File: src/rtl/pc_counter.sv
// Program counter: free-running up-counter that advances by INCREMENT while en is high.
// clr synchronously reloads RESET_VALUE and overrides en.
module pc_counter #(
  parameter int unsigned      WIDTH       = 32,
  parameter longint unsigned  INCREMENT   = 1,
  parameter longint unsigned  RESET_VALUE = 0
) (
  output logic [WIDTH-1:0] out,
  input  logic             clk,
  input  logic             clr,
  input  logic             en
);

  localparam logic [WIDTH-1:0] INC = WIDTH'(INCREMENT);
  localparam logic [WIDTH-1:0] RST = WIDTH'(RESET_VALUE);

  logic [WIDTH-1:0] sum;
  logic [WIDTH-1:0] carry;

  assign carry[0] = 1'b0;

  // Ripple adder; the carry out of the top bit is dropped so the count wraps.
  generate
    for (genvar gi = 0; gi < WIDTH; gi++) begin : g_bit
      logic q_reg = RST[gi];

      assign sum[gi] = out[gi] ^ INC[gi] ^ carry[gi];

      if (gi < WIDTH - 1) begin : g_carry
        assign carry[gi+1] = (out[gi] & INC[gi]) | (carry[gi] & (out[gi] ^ INC[gi]));
      end

      always_ff @(posedge clk) begin
        if (clr) begin
          q_reg <= RST[gi];
        end else if (en) begin
          q_reg <= sum[gi];
        end
      end

      assign out[gi] = q_reg;
    end
  endgenerate

endmodule

File: config.mk
export PLATFORM = sky130hd
export DESIGN_NAME = pc_counter
export DESIGN_NICKNAME = d
export VERILOG_FILES = /design/src/rtl/pc_counter.sv
export SDC_FILE = /design/constraint.sdc
export NUM_CORES = 1
export LEC_CHECK = 0
export ABC_AREA = 1
export BUFFER_PORTS_ARGS = -buffer_cell sky130_fd_sc_hd__buf_2
export CELL_PAD_IN_SITES_DETAIL_PLACEMENT = 1
export CELL_PAD_IN_SITES_GLOBAL_PLACEMENT = 2
export CORE_UTILIZATION = 29
export CTS_BUF_LIST = sky130_fd_sc_hd__clkbuf_16
export DETAILED_ROUTE_END_ITERATION = 8
export GPL_TIMING_DRIVEN = 0
export PLACE_DENSITY = 0.85
export SYNTH_ARGS = -nofsm -noshare
export SYNTH_HDL_FRONTEND = slang
export SYNTH_SLANG_ARGS = --single-unit
File: constraint.sdc
create_clock -name clk -period 5.4 [get_ports clk]
set_clock_uncertainty 0.2 [all_clocks]
set_input_delay 0 -clock clk [delete_from_list [all_inputs] [get_ports clk]]
set_output_delay 0 -clock clk [all_outputs]
set_load 0.02 [all_outputs]
# Word-level counts from Yosys, hierarchy flattened

Cells that the tools add are included.

Bitwise logic cells: 62

Operators with widths:

| cell      | number |
|---|---|
| XOR 1 bit | 31 |
| AND 1 bit | 30 |
| NOT 1 bit | 1 |

Register bits: 32
Logic and storage cells: 94

# Depth between registers and ports, before layout

Gate-level depths: netlist (run 1).

Depth in word-level cells: 31
Gate-level depth with buffers: 33
Depth with buffers taken out: 33

# Least setup slack after synthesis (run 1)

No wires, ideal clock.

Path type: register -> register
From: reg g_bit[0].q_reg
To: reg g_bit[30].q_reg
Setup time: 116 ps
Arrival time: 5697 ps
Path slack: -612 ps
Cell stages (with the launch flop): 33
Cells stage by stage: dfxtp_1 ha_1 ha_1 ha_1 ha_1 ha_1 ha_1 ha_1 ha_1 ha_1 ha_1 ha_1 ha_1 ha_1 ha_1 ha_1 ha_1 ha_1 ha_1 ha_1 ha_1 ha_1 ha_1 ha_1 ha_1 ha_1 ha_1 ha_1 ha_1 ha_1 ha_1 nor2_1 nor2_1

Longest elaborated chain between the ends: 30

RTL lines:

| element                  | RTL line | source |
|---|---|---|
| start, declared          | 25       | `logic q_reg = RST[gi];` |
| start signal, assigned   | 35       | `q_reg <= RST[gi];` |
| start signal, assigned   | 37       | `q_reg <= sum[gi];` |
| AND 1 bit (29 in series) | 30       | `assign carry[gi+1] = (out[gi] & INC[gi]) \| (carry[gi] & (out[gi] ^ INC[gi]));` |
| XOR 1 bit                | 27       | `assign sum[gi] = out[gi] ^ INC[gi] ^ carry[gi];` |
| named net sum[30]        | 17       | `logic [WIDTH-1:0] sum;` |
| end signal, assigned     | 35       |  |
| end signal, assigned     | 37       |  |
| end, declared            | 25       |  |

The timed path passes the listed nets, and every way through them passes these cells.
A chain may end at the register's enable or synchronous reset.

# Worst setup path in the final report (run 1)

Ends and elaborated chain as after synthesis.

==> flow_summary.json, run 1 <==
{
  "die_x_um": 78.9,
  "finalCritPeriodShare": 1.01,
  "arrival_ns": 5.42,
  "synth_top_area_share": 0.373,
  "diodes": 0,
  "die_area_um2": 6230,
  "rsz0062_at_grt": "yes",
  "wl_mm": 3.93,
  "grt_pass1_vias": 1449,
  "placedCellCount": 309,
  "std_cell_rows": 27,
  "yosys_warnings": 0,
  "synth-edff-count": 0,
  "drv_cap": 0,
  "crit_slowest_cell": "dfxtp_4",
  "drc": 0,
  "clk_pin_slew_ns": 0.05,
  "startpoint_type": "flop",
  "ys.flop_type": "dfxtp_1",
  "dpl.hpwl_mm": 2.87,
  "layout.nets": 281,
  "synth.most_common_cell": "nor2_1",
  "fin_setup_tns_ns": -0.0988,
  "drtIter0Drc": 27,
  "wl_per_cell_um": 12.4,
  "cts_root_buf": "clkbuf_16",
  "vdd_ir_drop_max_mv": 0.104,
  "place_congestion": 0.667,
  "cts_buffer_depth": 2,
  "critical_path_required_ns": 5.36,
  "power.density_nw_per_um2": 248,
  "overflow": 0,
  "cp-end-kind": "flop",
  "status": "finished with violations",
  "synth_nets": 236,
  "vias_per_cell": 4.44,
  "cp_slowest_stage_delay_ns": 0.34,
  "max_freq_mhz": 183,
  "finalNonFillerCells": 318,
  "synth_common_cells": "63 x nor2_1, 33 x buf_4, 32 x dfxtp_1",
  "async_flop_share": 0,
  "vias": 1412,
  "hold_violations": 0,
  "cts_sinks": 32,
  "maxSlewHeadroom": 0.706,
  "fp.coreArea_um2": 5610,
  "p_leak_nw": 1.15,
  "grt_usage": 0.147,
  "die_h_um": 78.9,
  "numCtsBuffers": 5,
  "syn_area_per_cell_um2": 8.46,
  "clock_latency_ns": 0.27,
  "io_pins": 35,
  "start_util": 0.306,
  "synth_top_cell_by_area": "dfxtp_1",
  "synth_area_um2": 1720,
  "n_fill_cell": 664,
  "multi_input_area_um2": 1160,
  "ant_nets": 0,
  "crit_path_frequent_cell": "ha_4",
  "cp_max_fo": 2,
  "grt_max_degree": 11,
  "period_minus_slack_ns": 5.46,
  "p_total_mw": 0.627,
  "worstSetupPathType": "flop to flop",
  "setup_violations": 2,
  "hp-class": "flop to flop",
  "cts_tree": "done",
  "slew_violations": 0,
  "setup_ws_ns": -0.0596,
  "worst_pin_slew_ns": 0.441,
  "syn_to_final_growth_pct": 47.2,
  "failed_checks": "negative setup slack",
  "synth_area_leaders": "dfxtp_1 37%, ha_1 22%, buf_4 14%",
  "synth_cells": 203,
  "yosysSeqAreaShare": 0.373,
  "port_buffers": 34,
  "antenna_found_initial": 0,
  "htreeDepth": 2,
  "largest_reg_flops": 32,
  "firstDrtPassIters": 4,
  "grt_pass1_wl_mm": 6.81,
  "synth_cell_types": 12,
  "ys_seq_elements": 32,
  "drive_gt1_frac": 0.459,
  "regArea_um2": 646
}
[cell families (layout without fill, tap and decap cells)]
family / Yosys count / count (layout) / synth area share
AO/OA/AOI/OAI: 31 / 31 / 0.0904
buffers and inverters: 43 / 86 / 0.171
AND/OR/NAND/NOR: 67 / 67 / 0.147
adder cells (fa/ha/maj): 30 / 30 / 0.219
flip-flops: 32 / 32 / 0.373
[area by class of cell]
| class | instances | area share |
|---|---|---|
| well taps | 72 | 0.0357 |
| plain buffers | 41 | 0.113 |
| flip-flops and latches | 32 | 0.256 |
| clock buffers | 5 | 0.0495 |
| multi-input cells | 128 | 0.461 |
| repair buffers | 38 | 0.0822 |
| inverters | 2 | 0.00297 |
[worst paths after layout]
path | end | startpoint | slack (ns) | depth (start not counted)
setup / recovery | g_bit[30].q_reg | g_bit[0].q_reg | -0.06 | 32
hold / removal | g_bit[31].q_reg | g_bit[31].q_reg | 0.32 | 2
setup reg to reg | g_bit[30].q_reg | g_bit[0].q_reg | -0.06 | 32
hold reg to reg | g_bit[31].q_reg | g_bit[31].q_reg | 0.32 | 2
[through the flow]
step	setup slack (ns)	area, µm²	utilization	hold slack (ns)
after floorplan	0.000900	2050	-	-0.0363
after global routing	-0.172	2530	0.450	0.352
after global placement	-0.126	2310	0.412	0.120
after CTS	-0.101	2520	0.450	0.320
after detailed placement	-0.175	2310	0.412	0.126
final	-0.0596	2530	0.450	0.316
[worst max-delay path: cells and delay by family (launching register included)]
kind,cells,cell delay [ns]
DFF,1,0.34
and+or+nand+nor,2,0.12
adders and majority gates,30,4.66
[where the power goes]
part           switching [mW]  internal, mW  leakage (nW)
logic                  0.0545        0.0489         0.824
clock network          0.0910         0.162        0.0616
registers              0.0188         0.252         0.265
total                   0.164         0.463          1.15
[what timing repair did]
item / 4_1_cts / 5_1_grt
resized for setup: 6 / 1
setup buffers: 1 / 0
endpoints found under the setup margin: 3 / 3
hold buffers: 3 / 0
pin swaps: 4 / 4
endpoints found under the hold margin: 4 / 0
[per-layer routing]
layer | vias to the layer above | global-route usage | wire (µm) | share of wire
li1 | 722 | - | - | -
met1 | 659 | 0.161 | 1740 | 0.44
met2 | 24 | 0.262 | 2000 | 0.51
met3 | 7 | 0.0345 | 101 | 0.026
met4 | 0 | 0.0764 | 91 | 0.023
met5 | - | 0 | 0 | 0
[cell usage in the layout, fill, tap and decap left out]
| cell type | synthesis | routed |
|---|---|---|
| dfxtp_1 | 32 | 30 |
| inv_1 | 2 | 2 |
| nor2_2 | 0 | 1 |
| clkbuf_16 | 0 | 5 |
| nand3_1 | 1 | 1 |
| nand2_1 | 3 | 3 |
| dfxtp_4 | 0 | 1 |
| clkbuf_1 | 2 | 2 |
| o21ai_0 | 30 | 30 |
| nor2_1 | 63 | 62 |
| buf_2 | 3 | 37 |
| dlygate4sd3_1 | 0 | 3 |
| buf_4 | 33 | 34 |
| ha_4 | 0 | 30 |
| dfxtp_2 | 0 | 1 |
| a21oi_2 | 0 | 1 |
| clkbuf_2 | 3 | 3 |
Power figures use the tool's default switching activity.
==> run 2: changes to the inputs <==
--- a/config.mk
+++ b/config.mk
@@ -9,11 +9,11 @@
 export BUFFER_PORTS_ARGS = -buffer_cell sky130_fd_sc_hd__buf_2
 export CELL_PAD_IN_SITES_DETAIL_PLACEMENT = 1
 export CELL_PAD_IN_SITES_GLOBAL_PLACEMENT = 2
-export CORE_UTILIZATION = 29
-export CTS_BUF_LIST = sky130_fd_sc_hd__clkbuf_16
+export CORE_UTILIZATION = 30
+export CTS_BUF_LIST = sky130_fd_sc_hd__clkbuf_8
 export DETAILED_ROUTE_END_ITERATION = 8
 export GPL_TIMING_DRIVEN = 0
-export PLACE_DENSITY = 0.85
+export PLACE_DENSITY = 0.88
 export SYNTH_ARGS = -nofsm -noshare
 export SYNTH_HDL_FRONTEND = slang
 export SYNTH_SLANG_ARGS = --single-unit
==> run 2 against run 1 <==
The flow still finishes with violations (negative setup slack). Total power decreased by 0.51%. Setup slack got worse by 0.0038 ns. Register-to-register slack about the same. Sequential power about the same. Flip-flop and latch count unchanged. Sequential share of layout area decreased by 0.19 points. Via count decreased by 2.4%. Non-clock buffer count unchanged. Critical endpoint is now g_bit[31].q_reg.
==> flow_summary.json, run 2 (synthesis gave the netlist of run 1 again) <==
{
  "status": "finished with violations",
  "failed_checks": "negative setup slack",
  "grt_usage": 0.137,
  "layout.nets": 281,
  "hp-class": "flop to flop",
  "p_leak_nw": 1.16,
  "place_congestion": 0.675,
  "die_x_um": 77.6,
  "mostFrequentLayoutCell": "nor2_1",
  "reg2regPathDepth": 33,
  "dpl-instance-area_um2": 2310,
  "grt_pass1_wl_mm": 6.39,
  "die_h_um": 77.6,
  "cp_max_fo": 2,
  "diodes": 0,
  "clk_pin_slew_ns": 0.07,
  "vias": 1378,
  "crit_path_frequent_cell": "ha_4",
  "startpoint_type": "flop",
  "antenna_found_initial": 0,
  "rsz0062_at_grt": "yes",
  "grt_pass1_vias": 1383,
  "numCtsBuffers": 5,
  "period_minus_slack_ns": 5.46,
  "place_ws_ns": -0.211,
  "grt_max_degree": 11,
  "dpl.hpwl_mm": 2.77,
  "ant_nets": 0,
  "syn_to_final_growth_pct": 48.3,
  "start_util": 0.312,
  "wl_per_cell_um": 11.7,
  "cp-end-kind": "flop",
  "fp.coreArea_um2": 5510,
  "vias_per_cell": 4.29,
  "finalCritPeriodShare": 1.01,
  "power.internal_mw": 0.463,
  "overflow": 0,
  "crit_end": "g_bit[31].q_reg",
  "largest_reg_flops": 32,
  "die_area_um2": 6030,
  "port_buffers": 34,
  "hold_violations": 0,
  "worst_pin_slew_ns": 0.400,
  "io_pins": 35,
  "stdcell_area_um2": 2540,
  "firstDrtPassIters": 4,
  "fin_setup_tns_ns": -0.123,
  "critical_path_required_ns": 5.42,
  "p_comb_frac": 0.167,
  "worstSetupPathType": "flop to flop",
  "setup_ws_ns": -0.0633,
  "r2r_slack_ns": -0.06,
  "std_cell_rows": 27,
  "cp_slowest_stage_delay_ns": 0.36,
  "seqPwrFrac": 0.432,
  "switching_share": 0.257,
  "cts_root_buf": "clkbuf_8",
  "vdd_ir_drop_max_mv": 0.119,
  "hold_ws_ns": 0.325,
  "drv_cap": 0,
  "final_cell_mix": "60 x nor2_1, 37 x buf_2, 34 x buf_4",
  "drive_gt1_frac": 0.482,
  "clock_latency_ns": 0.28,
  "drc": 0,
  "drtIter0Drc": 37,
  "maxSlewHeadroom": 0.733,
  "power.density_nw_per_um2": 245,
  "cts_tree": "done",
  "setup_violations": 2,
  "power_frac_clock": 0.401,
  "wl_mm": 3.75,
  "r2r-end": "g_bit[31].q_reg",
  "placedCellCount": 309,
  "switching_power_mw": 0.161,
  "htreeDepth": 2,
  "cts_buffer_depth": 2,
  "max_freq_mhz": 183,
  "slew_violations": 0,
  "r2r_start": "g_bit[0].q_reg",
  "cts_sinks": 32,
  "crit_slowest_cell": "dfxtp_4",
  "arrival_ns": 5.48,
  "startpoint": "g_bit[0].q_reg",
  "finalNonFillerCells": 321
}
[run 2: cell count changes in the layout (fill, tap and decap cells not counted)]
| cell | previous run | this run |
|---|---|---|
| bufinv_16 | 0 | 1 |
| clkbuf_16 | 5 | 0 |
| clkbuf_8 | 0 | 7 |
| nand2_1 | 3 | 2 |
| nand2_2 | 0 | 1 |
| nand3_1 | 1 | 0 |
| nand3_2 | 0 | 1 |
| nor2_1 | 62 | 60 |
| nor2_2 | 1 | 2 |
| nor2_4 | 0 | 1 |
[run 2: worst min path at each step]
stage / cells after the start / to / startpoint
after floorplan: 2 / g_bit[29].q_reg / en
after global placement: 4 / g_bit[21].q_reg / clr
after detailed placement: 4 / g_bit[21].q_reg / clr
after CTS: 2 / g_bit[31].q_reg / g_bit[31].q_reg
after global routing: 2 / g_bit[31].q_reg / g_bit[31].q_reg
final: 2 / g_bit[31].q_reg / g_bit[31].q_reg
[run 2: critical path: cells and delay by family (launching register included)]
kind	cells	cell delay, ns
and+or+nand+nor	3	0.21
DFF	1	0.36
adders and majority gates	30	4.60
[run 2: timing repair]
item / in CTS / in global routing
endpoints found under the setup margin: 3 / 3
pin swaps: 4 / 5
resized for setup: 8 / 4
endpoints found under the hold margin: 4 / 0
buffers inserted: 1 / 0
hold buffers: 3 / 0
cloned: 0 / 0
[run 2: cell type report]
class	instances	area, µm²
sequential	32	646
clock buffer	7	96.3
tap	72	90.1
multi-input combinational	128	1180
buffer	41	285
clock inverter	1	30.0
inverter	2	7.51
timing repair buffer	38	208
fill	650	2960
[run 2: per-layer routing]
layer  up-vias  wire (µm)  GRT usage
li1        720          -          -
met1       632       1720      0.163
met2        20       1850      0.235
met3         6         97     0.0224
met4         0         77     0.0679
met5         -          0          0
[run 2: metrics by stage]
| step | util | total power [mW] |
|---|---|---|
| 6_report | 0.462 | 0.624 |
| 3_3_place_gp | 0.420 | 0.370 |
| 2_1_floorplan | - | 0.346 |
| 3_5_place_dp | 0.420 | 0.375 |
| 5_1_grt | 0.462 | 0.657 |
| 4_1_cts | 0.459 | 0.634 |
[run 2: power groups by stage]
stage / logic, mW / registers [mW] / clock network [mW]
after floorplan: 0.0747 / 0.271 / 0
after global placement: 0.0960 / 0.274 / 0
after detailed placement: 0.100 / 0.275 / 0
after CTS: 0.105 / 0.270 / 0.259
after global routing: 0.118 / 0.272 / 0.268
final: 0.104 / 0.270 / 0.250
